$ cat config.mk
export PLATFORM = sky130hd
export DESIGN_NAME = frame_diff_motion_stat
export DESIGN_NICKNAME = d
export VERILOG_FILES = /design/src/rtl/frame_diff_motion_stat.sv
export SDC_FILE = /design/constraint.sdc
export NUM_CORES = 1
export LEC_CHECK = 0
export CAP_MARGIN = 15
export CORE_MARGIN = 5
export CORE_UTILIZATION = 25
export DETAILED_ROUTE_END_ITERATION = 6
export PLACE_DENSITY_LB_ADDON = 0.25
export SETUP_SLACK_MARGIN = 0.1
export SLEW_MARGIN = 0
export SYNTH_ARGS = -nofsm -noshare
export SYNTH_HDL_FRONTEND = slang
export SYNTH_SLANG_ARGS = --single-unit
$ cat constraint.sdc
create_clock -name clk -period 3.3 [get_ports clk]
set_input_delay 0.66 -clock clk [delete_from_list [all_inputs] [get_ports clk]]
set_output_delay 0.66 -clock clk [all_outputs]
set_load 0.02 [all_outputs]
$ cat src/rtl/frame_diff_motion_stat.sv
// frame_diff_motion_stat
//   Two-stage frame differencer with per-frame motion statistics.
//   S1 registers |frame1 - frame2|. S2 thresholds it into a binary mask and
//   accumulates the changed-pixel count and bounding box for the frame.
//   The statistics are latched to the outputs when the next frame starts.
// Ports
//   clk, rst                  pixel clock, synchronous active-high reset
//   thresh                    difference threshold, captured at frame start
//   frame_vsync, frame_href   input frame/line syncs
//   frame1_data, frame2_data  current / reference gray pixels
//   diff_vsync, diff_href     input syncs delayed by 2 clk
//   diff_data                 mask pixel (MASK_ON or 0)
//   frame_done                1-clk pulse when the statistics outputs update
//   motion_cnt, bbox_*        count and bounding box of the last complete frame
//   motion_valid              motion_cnt >= MIN_PIX with a non-empty box
module frame_diff_motion_stat #(
  parameter int unsigned       DATA_W  = 16,
  parameter int unsigned       H_RES   = 640,
  parameter int unsigned       V_RES   = 480,
  parameter int unsigned       CNT_W   = 20,
  parameter int unsigned       MIN_PIX = 64,
  parameter logic [DATA_W-1:0] MASK_ON = {DATA_W{1'b1}}
) (
  input  logic                       clk,
  input  logic                       rst,
  input  logic [DATA_W-1:0]          thresh,
  input  logic                       frame_vsync,
  input  logic                       frame_href,
  input  logic [DATA_W-1:0]          frame1_data,
  input  logic [DATA_W-1:0]          frame2_data,
  output logic                       diff_vsync,
  output logic                       diff_href,
  output logic [DATA_W-1:0]          diff_data,
  output logic                       frame_done,
  output logic [CNT_W-1:0]           motion_cnt,
  output logic [$clog2(H_RES)-1:0]   bbox_x_min,
  output logic [$clog2(H_RES)-1:0]   bbox_x_max,
  output logic [$clog2(V_RES)-1:0]   bbox_y_min,
  output logic [$clog2(V_RES)-1:0]   bbox_y_max,
  output logic                       motion_valid
);

  localparam int unsigned XO_W = $clog2(H_RES);
  localparam int unsigned YO_W = $clog2(V_RES);
  // Position counters are wide enough that their saturated value lies outside
  // the active area, so overlong lines/frames never alias into the stats.
  localparam int unsigned XC_W = $clog2(H_RES + 1);
  localparam int unsigned YC_W = $clog2(V_RES + 1);
  localparam logic [XC_W-1:0] H_LIM = XC_W'(H_RES);
  localparam logic [YC_W-1:0] V_LIM = YC_W'(V_RES);

  logic              vsync_d1_q, vsync_d1_d;
  logic              href_d1_q, href_d1_d;
  logic [DATA_W-1:0] abs_q, abs_d;
  logic [DATA_W-1:0] thr_q, thr_d;
  logic              diff_vsync_q, diff_vsync_d;
  logic              diff_href_q, diff_href_d;
  logic [DATA_W-1:0] diff_data_q, diff_data_d;
  logic [XC_W-1:0]   x_q, x_d;
  logic [YC_W-1:0]   y_q, y_d;
  logic [CNT_W-1:0]  cnt_q, cnt_d;
  logic [XO_W-1:0]   xmin_q, xmin_d, xmax_q, xmax_d;
  logic [YO_W-1:0]   ymin_q, ymin_d, ymax_q, ymax_d;
  logic              empty_q, empty_d;
  logic              first_frame_q, first_frame_d;
  logic              frame_done_q, frame_done_d;
  logic [CNT_W-1:0]  motion_cnt_q, motion_cnt_d;
  logic [XO_W-1:0]   bbox_x_min_q, bbox_x_min_d, bbox_x_max_q, bbox_x_max_d;
  logic [YO_W-1:0]   bbox_y_min_q, bbox_y_min_d, bbox_y_max_q, bbox_y_max_d;
  logic              motion_valid_q, motion_valid_d;

  logic [DATA_W:0]   diff, neg_diff;
  logic              vrise_in, vrise_s2, mark, hit;
  logic [XC_W-1:0]   pix_x;
  logic [YC_W-1:0]   pix_y;
  logic [CNT_W-1:0]  acc_cnt;
  logic              acc_empty;

  always_comb begin
    // S1: exact absolute difference using one extra sign bit.
    diff       = {1'b0, frame1_data} - {1'b0, frame2_data};
    neg_diff   = '0 - diff;
    abs_d      = diff[DATA_W] ? neg_diff[DATA_W-1:0] : diff[DATA_W-1:0];
    vsync_d1_d = frame_vsync;
    href_d1_d  = frame_href;

    // Threshold captured at the input-timing vsync edge; pixels already in S1
    // are compared at that same edge against the old value.
    vrise_in = frame_vsync & ~vsync_d1_q;
    thr_d    = vrise_in ? thresh : thr_q;

    // S2: mask and delayed syncs.
    mark         = href_d1_q && (abs_q >= thr_q);
    diff_data_d  = mark ? MASK_ON : '0;
    diff_vsync_d = vsync_d1_q;
    diff_href_d  = href_d1_q;

    // Frame start seen at S2 timing: the pixel in S2 now belongs to the new
    // frame, everything accumulated so far belongs to the old one.
    vrise_s2 = vsync_d1_q & ~diff_vsync_q;
    pix_x    = vrise_s2 ? '0 : x_q;
    pix_y    = vrise_s2 ? '0 : y_q;

    x_d = '0;
    if (href_d1_q) x_d = (pix_x == '1) ? pix_x : pix_x + 1'b1;
    y_d = pix_y;
    if (!vrise_s2 && !href_d1_q && diff_href_q)
      y_d = (y_q == '1) ? y_q : y_q + 1'b1;

    hit       = mark && (pix_x < H_LIM) && (pix_y < V_LIM);
    acc_cnt   = vrise_s2 ? '0 : cnt_q;
    acc_empty = vrise_s2 ? 1'b1 : empty_q;
    cnt_d     = acc_cnt;
    empty_d   = acc_empty;
    xmin_d    = xmin_q;
    xmax_d    = xmax_q;
    ymin_d    = ymin_q;
    ymax_d    = ymax_q;
    if (hit) begin
      cnt_d   = (acc_cnt == '1) ? acc_cnt : acc_cnt + 1'b1;
      empty_d = 1'b0;
      if (acc_empty) begin
        xmin_d = XO_W'(pix_x);
        xmax_d = XO_W'(pix_x);
        ymin_d = YO_W'(pix_y);
        ymax_d = YO_W'(pix_y);
      end else begin
        if (XO_W'(pix_x) < xmin_q) xmin_d = XO_W'(pix_x);
        if (XO_W'(pix_x) > xmax_q) xmax_d = XO_W'(pix_x);
        if (YO_W'(pix_y) < ymin_q) ymin_d = YO_W'(pix_y);
        if (YO_W'(pix_y) > ymax_q) ymax_d = YO_W'(pix_y);
      end
    end

    // Frame close: publish the old frame's totals.
    first_frame_d  = first_frame_q;
    frame_done_d   = 1'b0;
    motion_cnt_d   = motion_cnt_q;
    bbox_x_min_d   = bbox_x_min_q;
    bbox_x_max_d   = bbox_x_max_q;
    bbox_y_min_d   = bbox_y_min_q;
    bbox_y_max_d   = bbox_y_max_q;
    motion_valid_d = motion_valid_q;
    if (vrise_s2) begin
      first_frame_d = 1'b0;
      if (!first_frame_q) begin
        frame_done_d   = 1'b1;
        motion_cnt_d   = cnt_q;
        bbox_x_min_d   = empty_q ? '0 : xmin_q;
        bbox_x_max_d   = empty_q ? '0 : xmax_q;
        bbox_y_min_d   = empty_q ? '0 : ymin_q;
        bbox_y_max_d   = empty_q ? '0 : ymax_q;
        motion_valid_d = !empty_q && (cnt_q >= CNT_W'(MIN_PIX));
      end
    end
  end

  always_ff @(posedge clk) begin
    if (rst) begin
      vsync_d1_q     <= 1'b0;
      href_d1_q      <= 1'b0;
      abs_q          <= '0;
      thr_q          <= DATA_W'(1);
      diff_vsync_q   <= 1'b0;
      diff_href_q    <= 1'b0;
      diff_data_q    <= '0;
      x_q            <= '0;
      y_q            <= '0;
      cnt_q          <= '0;
      xmin_q         <= '0;
      xmax_q         <= '0;
      ymin_q         <= '0;
      ymax_q         <= '0;
      empty_q        <= 1'b1;
      first_frame_q  <= 1'b1;
      frame_done_q   <= 1'b0;
      motion_cnt_q   <= '0;
      bbox_x_min_q   <= '0;
      bbox_x_max_q   <= '0;
      bbox_y_min_q   <= '0;
      bbox_y_max_q   <= '0;
      motion_valid_q <= 1'b0;
    end else begin
      vsync_d1_q     <= vsync_d1_d;
      href_d1_q      <= href_d1_d;
      abs_q          <= abs_d;
      thr_q          <= thr_d;
      diff_vsync_q   <= diff_vsync_d;
      diff_href_q    <= diff_href_d;
      diff_data_q    <= diff_data_d;
      x_q            <= x_d;
      y_q            <= y_d;
      cnt_q          <= cnt_d;
      xmin_q         <= xmin_d;
      xmax_q         <= xmax_d;
      ymin_q         <= ymin_d;
      ymax_q         <= ymax_d;
      empty_q        <= empty_d;
      first_frame_q  <= first_frame_d;
      frame_done_q   <= frame_done_d;
      motion_cnt_q   <= motion_cnt_d;
      bbox_x_min_q   <= bbox_x_min_d;
      bbox_x_max_q   <= bbox_x_max_d;
      bbox_y_min_q   <= bbox_y_min_d;
      bbox_y_max_q   <= bbox_y_max_d;
      motion_valid_q <= motion_valid_d;
    end
  end

  assign diff_vsync   = diff_vsync_q;
  assign diff_href    = diff_href_q;
  assign diff_data    = diff_data_q;
  assign frame_done   = frame_done_q;
  assign motion_cnt   = motion_cnt_q;
  assign bbox_x_min   = bbox_x_min_q;
  assign bbox_x_max   = bbox_x_max_q;
  assign bbox_y_min   = bbox_y_min_q;
  assign bbox_y_max   = bbox_y_max_q;
  assign motion_valid = motion_valid_q;

endmodule

* After elaboration in Yosys (flattened, before gate mapping) *
Index checks and enable logic that the tools add are counted.

word-level totals
  bits of input ports = 52
  output and inout bits = 78
  register bits after elaboration = 191
  word-level logic and storage cells = 92

operators by class
  magnitude comparators = 8
  reduce and logical (&&, ||, !) cells = 20
  add/subtract/negate cells = 5
  multiplexer cells = 25
  bitwise operators = 7
  equality and inequality tests = 4

operators with widths
  kind                                                  count
  two-way mux 9 bit                                     9
  two-way mux 10 bit                                    8
  two-way mux 20 bit                                    3
  two-way mux 16 bit                                    2
  adder 20 x 1 -> 20 bit, second input constant         1
  equality test 20 bit, second input constant           1
  >= comparator 20 x 7 -> 1 bit, second input constant  1
  subtractor 16 x 16 -> 17 bit                          1
  >= comparator 16 bit                                  1
  subtractor 1 x 16 -> 16 bit, first input constant     1
  adder 10 x 1 -> 10 bit, second input constant         1
  equality test 10 bit, second input constant           1
  greater-than comparator 10 bit                        1
  less-than comparator 10 bit                           1
  less-than comparator 10 bit, second input constant    1
  AND reduction 2 bit                                   5
  adder 9 x 1 -> 9 bit, second input constant           1
  equality test 9 bit, second input constant            1
  greater-than comparator 9 bit                         1
  less-than comparator 9 bit                            1
  less-than comparator 9 bit, second input constant     1
  nonzero test 2 bit                                    4
  logical AND 1 bit                                     6
  NOT 1 bit                                             5
  other kinds (5)                                       11

* Logic depth before layout (Yosys ltp) *
  depth in word-level cells = 7
  mapped depth = 16
  gate-level depth less buffers = 13

* Worst setup path after synthesis *
OpenSTA, ideal clock, no wires.

  path type = flip-flop to flip-flop
  from = register diff_vsync_q, in the netlist diff_vsync
  to = register ymax_q[0]
  period minus slack after synthesis = 3269 ps
  stages on the path, launching flop included = 17
  buffers on the path = 4
  setup time = 128 ps
  arrival = 3142 ps
  required time = 3172 ps
  path slack = 31 ps
  path through = dfxtp_1 > nand2b_1 > clkbuf_1 > clkbuf_1 > clkbuf_1 > and2_1 > ha_1 > nor2b_1 > o21a_1 > o21ai_0 > a21oi_1 > o31a_1 > o22ai_1 > a211oi_1 > buf_2 > mux2i_1 > nor2_1

on the way
  elaborated cells between the ends (all ways) = 14
  classes of those cells = order compare (3); mux (5); bitwise (2); reduce/logical (4)

RTL lines
  what                                                                         RTL line  RTL
  start: declaration                                                           56        logic diff_vsync_q, diff_vsync_d;
  start signal: assignment                                                     188       diff_vsync_q <= diff_vsync_d;
  NOT 1 bit *                                                                  100       vrise_s2 = vsync_d1_q & ~diff_vsync_q;
  bitwise AND 1 bit *                                                          100
  two-way mux 9 bit *                                                          102       pix_y = vrise_s2 ? '0 : y_q;
  via pix_y[1]                                                                 75        logic [YC_W-1:0] pix_y;
  greater-than comparator 9 bit or less-than comparator 9 bit (tied branches)  131, 110
  nonzero test 2 bit (no source line) or logical AND 1 bit (tied branches)     n/a
  AND reduction 2 bit (no source line) *                                       n/a
  end signal: assignment                                                       197       ymax_q <= ymax_d;
  end: declaration                                                             63        logic [YO_W-1:0] ymin_q, ymin_d, ymax_q, ymax_d;

Mark *: on every way through the listed nets, which the timed path passes. The rest lies on a longest branch. The select of a mux whose other input is x is not followed.
A chain may end at the register's enable or synchronous reset.

* Worst setup path after layout *
  from = input port frame1_data[1]
  to = register abs_q[15]

on the way
  cells in the longest elaborated chain, start to end = 3

RTL lines
  what                            RTL line  RTL
  start: declaration              29        input logic [DATA_W-1:0] frame1_data,
  subtractor 16 x 16 -> 17 bit *  81        diff = {1'b0, frame1_data} - {1'b0, frame2_data};
  subtractor 1 x 16 -> 16 bit     82        neg_diff = '0 - diff;
  two-way mux 16 bit *            83        abs_d = diff[DATA_W] ? neg_diff[DATA_W-1:0] : diff[DATA_W-1:0];
  end signal: assignment          186       abs_q <= abs_d;
  end: declaration                54        logic [DATA_W-1:0] abs_q, abs_d;

Every way passes the cells marked *; elsewhere a longest branch is shown, timed or not.

==> metrics.yaml <==
drc_errors: 0
gp_congestion: 0.7715
die_w_um: 204.6
p_sw_frac: 0.2898
finalNetCount: 1425
ys_ff_latch: 176
maxCapViolCount: 0
num_vias: 8079
synth-edff-count: 0
hold_violations: 0
worstSetupPathType: "in2reg"
die_y_um: 204.6
htree_levels: 4
drt_wl_total_um: 24880
grt_pass1_vias: 7960
worst_slack_ps: 238.7
ys_types: 67
synth_top_area_cell: "dfxtp_1"
p_per_area_nw_per_um2: 445.4
grt_pass1_wl_um: 41230
place_hpwl_um: 18710
p_int_mw: 3.900
clock_sinks: 176
wl_per_cell_um: 13.65
synth_common_cells: "dfxtp_1 (176), nand2_1 (152), a21oi_1 (103), nor2_1 (96), inv_1 (83)"
synth_top_area_share: 0.3720
p_leak_nw: 4.736
peakVddDrop_uv: 316.8
clock.fmax_ghz: 0.3267
area_delta_synth_final_pct: 30.16
cp_max_fo: 3
synth_area_leaders: "dfxtp_1 (37%), ha_1 (9.6%), nand2_1 (6.0%)"
ys_async_sr_fraction: 0
ctsHoldBuffers: 0
timing.rr.end: "xmax_q[4]"
finalInstanceArea_um2: 12330
critPathRequiredTime_ps: 3610
p_switching_mw: 1.591
status: "finished clean"
hold_end: "bbox_x_min[1]"
holdWs_ps: 449.0
slew_violations: 0
synth_most_common_cell: "dfxtp_1"
worst_ep_arrival_time_ps: 3370
grt_overflow: 0
clk_path_buf_depth: 2
reg2regPathDepth: 13
end_kind: "flop"
worst_pin_slew_ps: 831.9
r2r-start: "diff_vsync"
yosysWarnings: 0
slowest_stage: "or4b_4"
path_common_cell: "xnor2_1"
cts_tree: "yes"
place_area_um2: 11620
antenna_cells: 0
vias_per_cell: 4.432
fin_setup_tns_ps: 0
clk-insertion-delay-late_ps: 440
worstHoldPathCells: 2
boundaryPins: 130
worst-r2r-setup-slack_ps: 290
clk_pin_slew_worst_paths_ps: 70
drt-initial-drc-count: 282
dpl_worst_slack_ps: -471.8
hp-start: "bbox_x_min[1]"
fin_crit_ps: 3061
setup_viol: 0
first_pass_iters: 5
syn-cell-area_um2: 9472
relSlewSlack: 0.4454
critPathLaunchType: "primary input"
syn_nets: 1276
cp_cell_sequence: "clkdlybuf4s50_1 -> fa_2 -> a211oi_4 -> o21ai_2 -> a41oi_2 -> xnor2_1 -> or4b_4 -> nor4b_4 -> a31oi_1 -> xnor2_1 -> nor2_1"
p_comb_frac: 0.189
drive_gt1_frac: 0.1075
p_seq_frac: 0.404
final.setup_skew_ps: 10.45
initial_core_util: 0.2521
clkPwrFrac: 0.407
rsz0062_at_grt: "false"
synth-main-ff-cell: "dfxtp_1"
synthCells: 1150
ant_nets: 0
syn_area_per_cell_um2: 8.236
grt_max_degree: 61
grt_usage: 0.1207
rows: 71
antenna_found_initial: 0
max_stage_delay_ps: 530
cts_root_buf: "clkbuf_16"
post_cts_buffers: 0
cts_inserted_buffers: 17
port_buffers: 129
min_path_type: "reg2reg"
period_share: 0.9277
core_um2: 37580
dieArea_um2: 41880
fin_util: 0.3281
synth_seq_area_share: 0.3720
-- critical path, delay by kind of cell --
| family | cells | cell delay (ps) |
|---|---|---|
| compound gates | 4 | 730 |
| xor+xnor | 2 | 270 |
| fa+ha+maj | 1 | 440 |
| buf+inv | 1 | 460 |
| simple gates | 3 | 820 |
-- cell usage in the layout, fill, tap and decap left out, types with 3 or more instances in the layout --
| master | n |
|---|---|
| clkbuf_16 | 17 |
| or3_1 | 39 |
| xor2_1 | 22 |
| ha_1 | 72 |
| a31oi_1 | 11 |
| nor2b_1 | 11 |
| a21o_1 | 21 |
| dfxtp_1 | 176 |
| bufinv_16 | 3 |
| nand2_1 | 152 |
| inv_1 | 82 |
| nor3_1 | 14 |
| nand2b_1 | 14 |
| nand3b_1 | 15 |
| clkinv_8 | 3 |
| o21a_1 | 10 |
| o21ai_0 | 29 |
| clkdlybuf4s50_1 | 126 |
| o21ai_2 | 3 |
| inv_6 | 4 |
| o21ai_1 | 3 |
| buf_6 | 3 |
| nand3_1 | 19 |
| and3_1 | 12 |
| mux2i_1 | 37 |
| nor4_1 | 6 |
| nor2_1 | 95 |
| buf_4 | 77 |
| a211oi_1 | 6 |
| and2_1 | 23 |
| a21oi_1 | 103 |
| xnor2_1 | 25 |
| inv_8 | 3 |
| nor3b_1 | 3 |
| nand4_1 | 16 |
-- layer usage --
| layer | wire [µm] | part of all wire | track usage | up-vias |
|---|---|---|---|---|
| li1 | - | - | - | 4204 |
| met1 | 11980 | 0.48 | 0.1603 | 3727 |
| met2 | 11480 | 0.46 | 0.1993 | 139 |
| met3 | 1263 | 0.051 | 0.03087 | 9 |
| met4 | 158 | 0.0063 | 0.02441 | 0 |
| met5 | 0 | 0 | 0 | - |
-- cell families after synthesis --
kind of cell | Yosys count | share of synthesized area
simple gates | 430 | 0.2205
buf+inv | 162 | 0.07609
compound gates | 222 | 0.1482
fa+ha+maj | 74 | 0.09855
xor+xnor | 48 | 0.04439
flops | 176 | 0.3720
mux | 38 | 0.04029
-- registers in the layout, summed over array words and instances (netlist names), 9 cells and up --
register / count
abs_q: 16
bbox_x_max: 10
bbox_x_min: 10
bbox_y_max: 9
bbox_y_min: 9
cnt_q: 20
motion_cnt: 20
thr_q: 16
x_q: 10
xmax_q: 10
xmin_q: 10
y_q: 9
ymax_q: 9
ymin_q: 9
-- worst max path at each step --
stage	start	end	depth (start not counted)
2_1_floorplan	diff_vsync	ymax_q[0]	16
3_3_place_gp	frame1_data[0]	abs_q[15]	14
3_5_place_dp	frame1_data[0]	abs_q[15]	14
4_1_cts	frame1_data[0]	abs_q[15]	14
5_1_grt	frame2_data[7]	abs_q[12]	13
6_report	frame1_data[1]	abs_q[15]	11
-- through the flow --
stage / cells / power [mW]
6_report: 1823 / 5.491
3_3_place_gp: 1791 / 3.298
5_1_grt: 1823 / 5.779
3_5_place_dp: 1791 / 3.309
2_1_floorplan: 1150 / 2.917
4_1_cts: 1823 / 5.573
-- layout make-up --
cell class	count	area, µm²
sequential	176	3523
clock buffer	17	425.4
clock inverter	15	224.0
timing repair buffer	209	1918
fill	3997	25250
inverter	83	311.5
tap	511	639.4
multi-input combinational	812	5286
-- power groups by stage --
stage | Combinational, mW | Sequential, mW | Clock, mW
floorplan | 0.660 | 2.26 | 0
global placement | 1.03 | 2.27 | 0
detailed placement | 1.04 | 2.27 | 0
CTS | 1.05 | 2.22 | 2.30
global route | 1.16 | 2.23 | 2.39
finish | 1.04 | 2.22 | 2.23
-- what timing repair did --
item                       4_1_cts  5_1_grt
setup endpoints to repair       13       33
hold endpoints to repair         0        0
gates resized for setup          3       13
pin swaps                        1       11
Note: power is estimated with default switching activity, not from simulation.
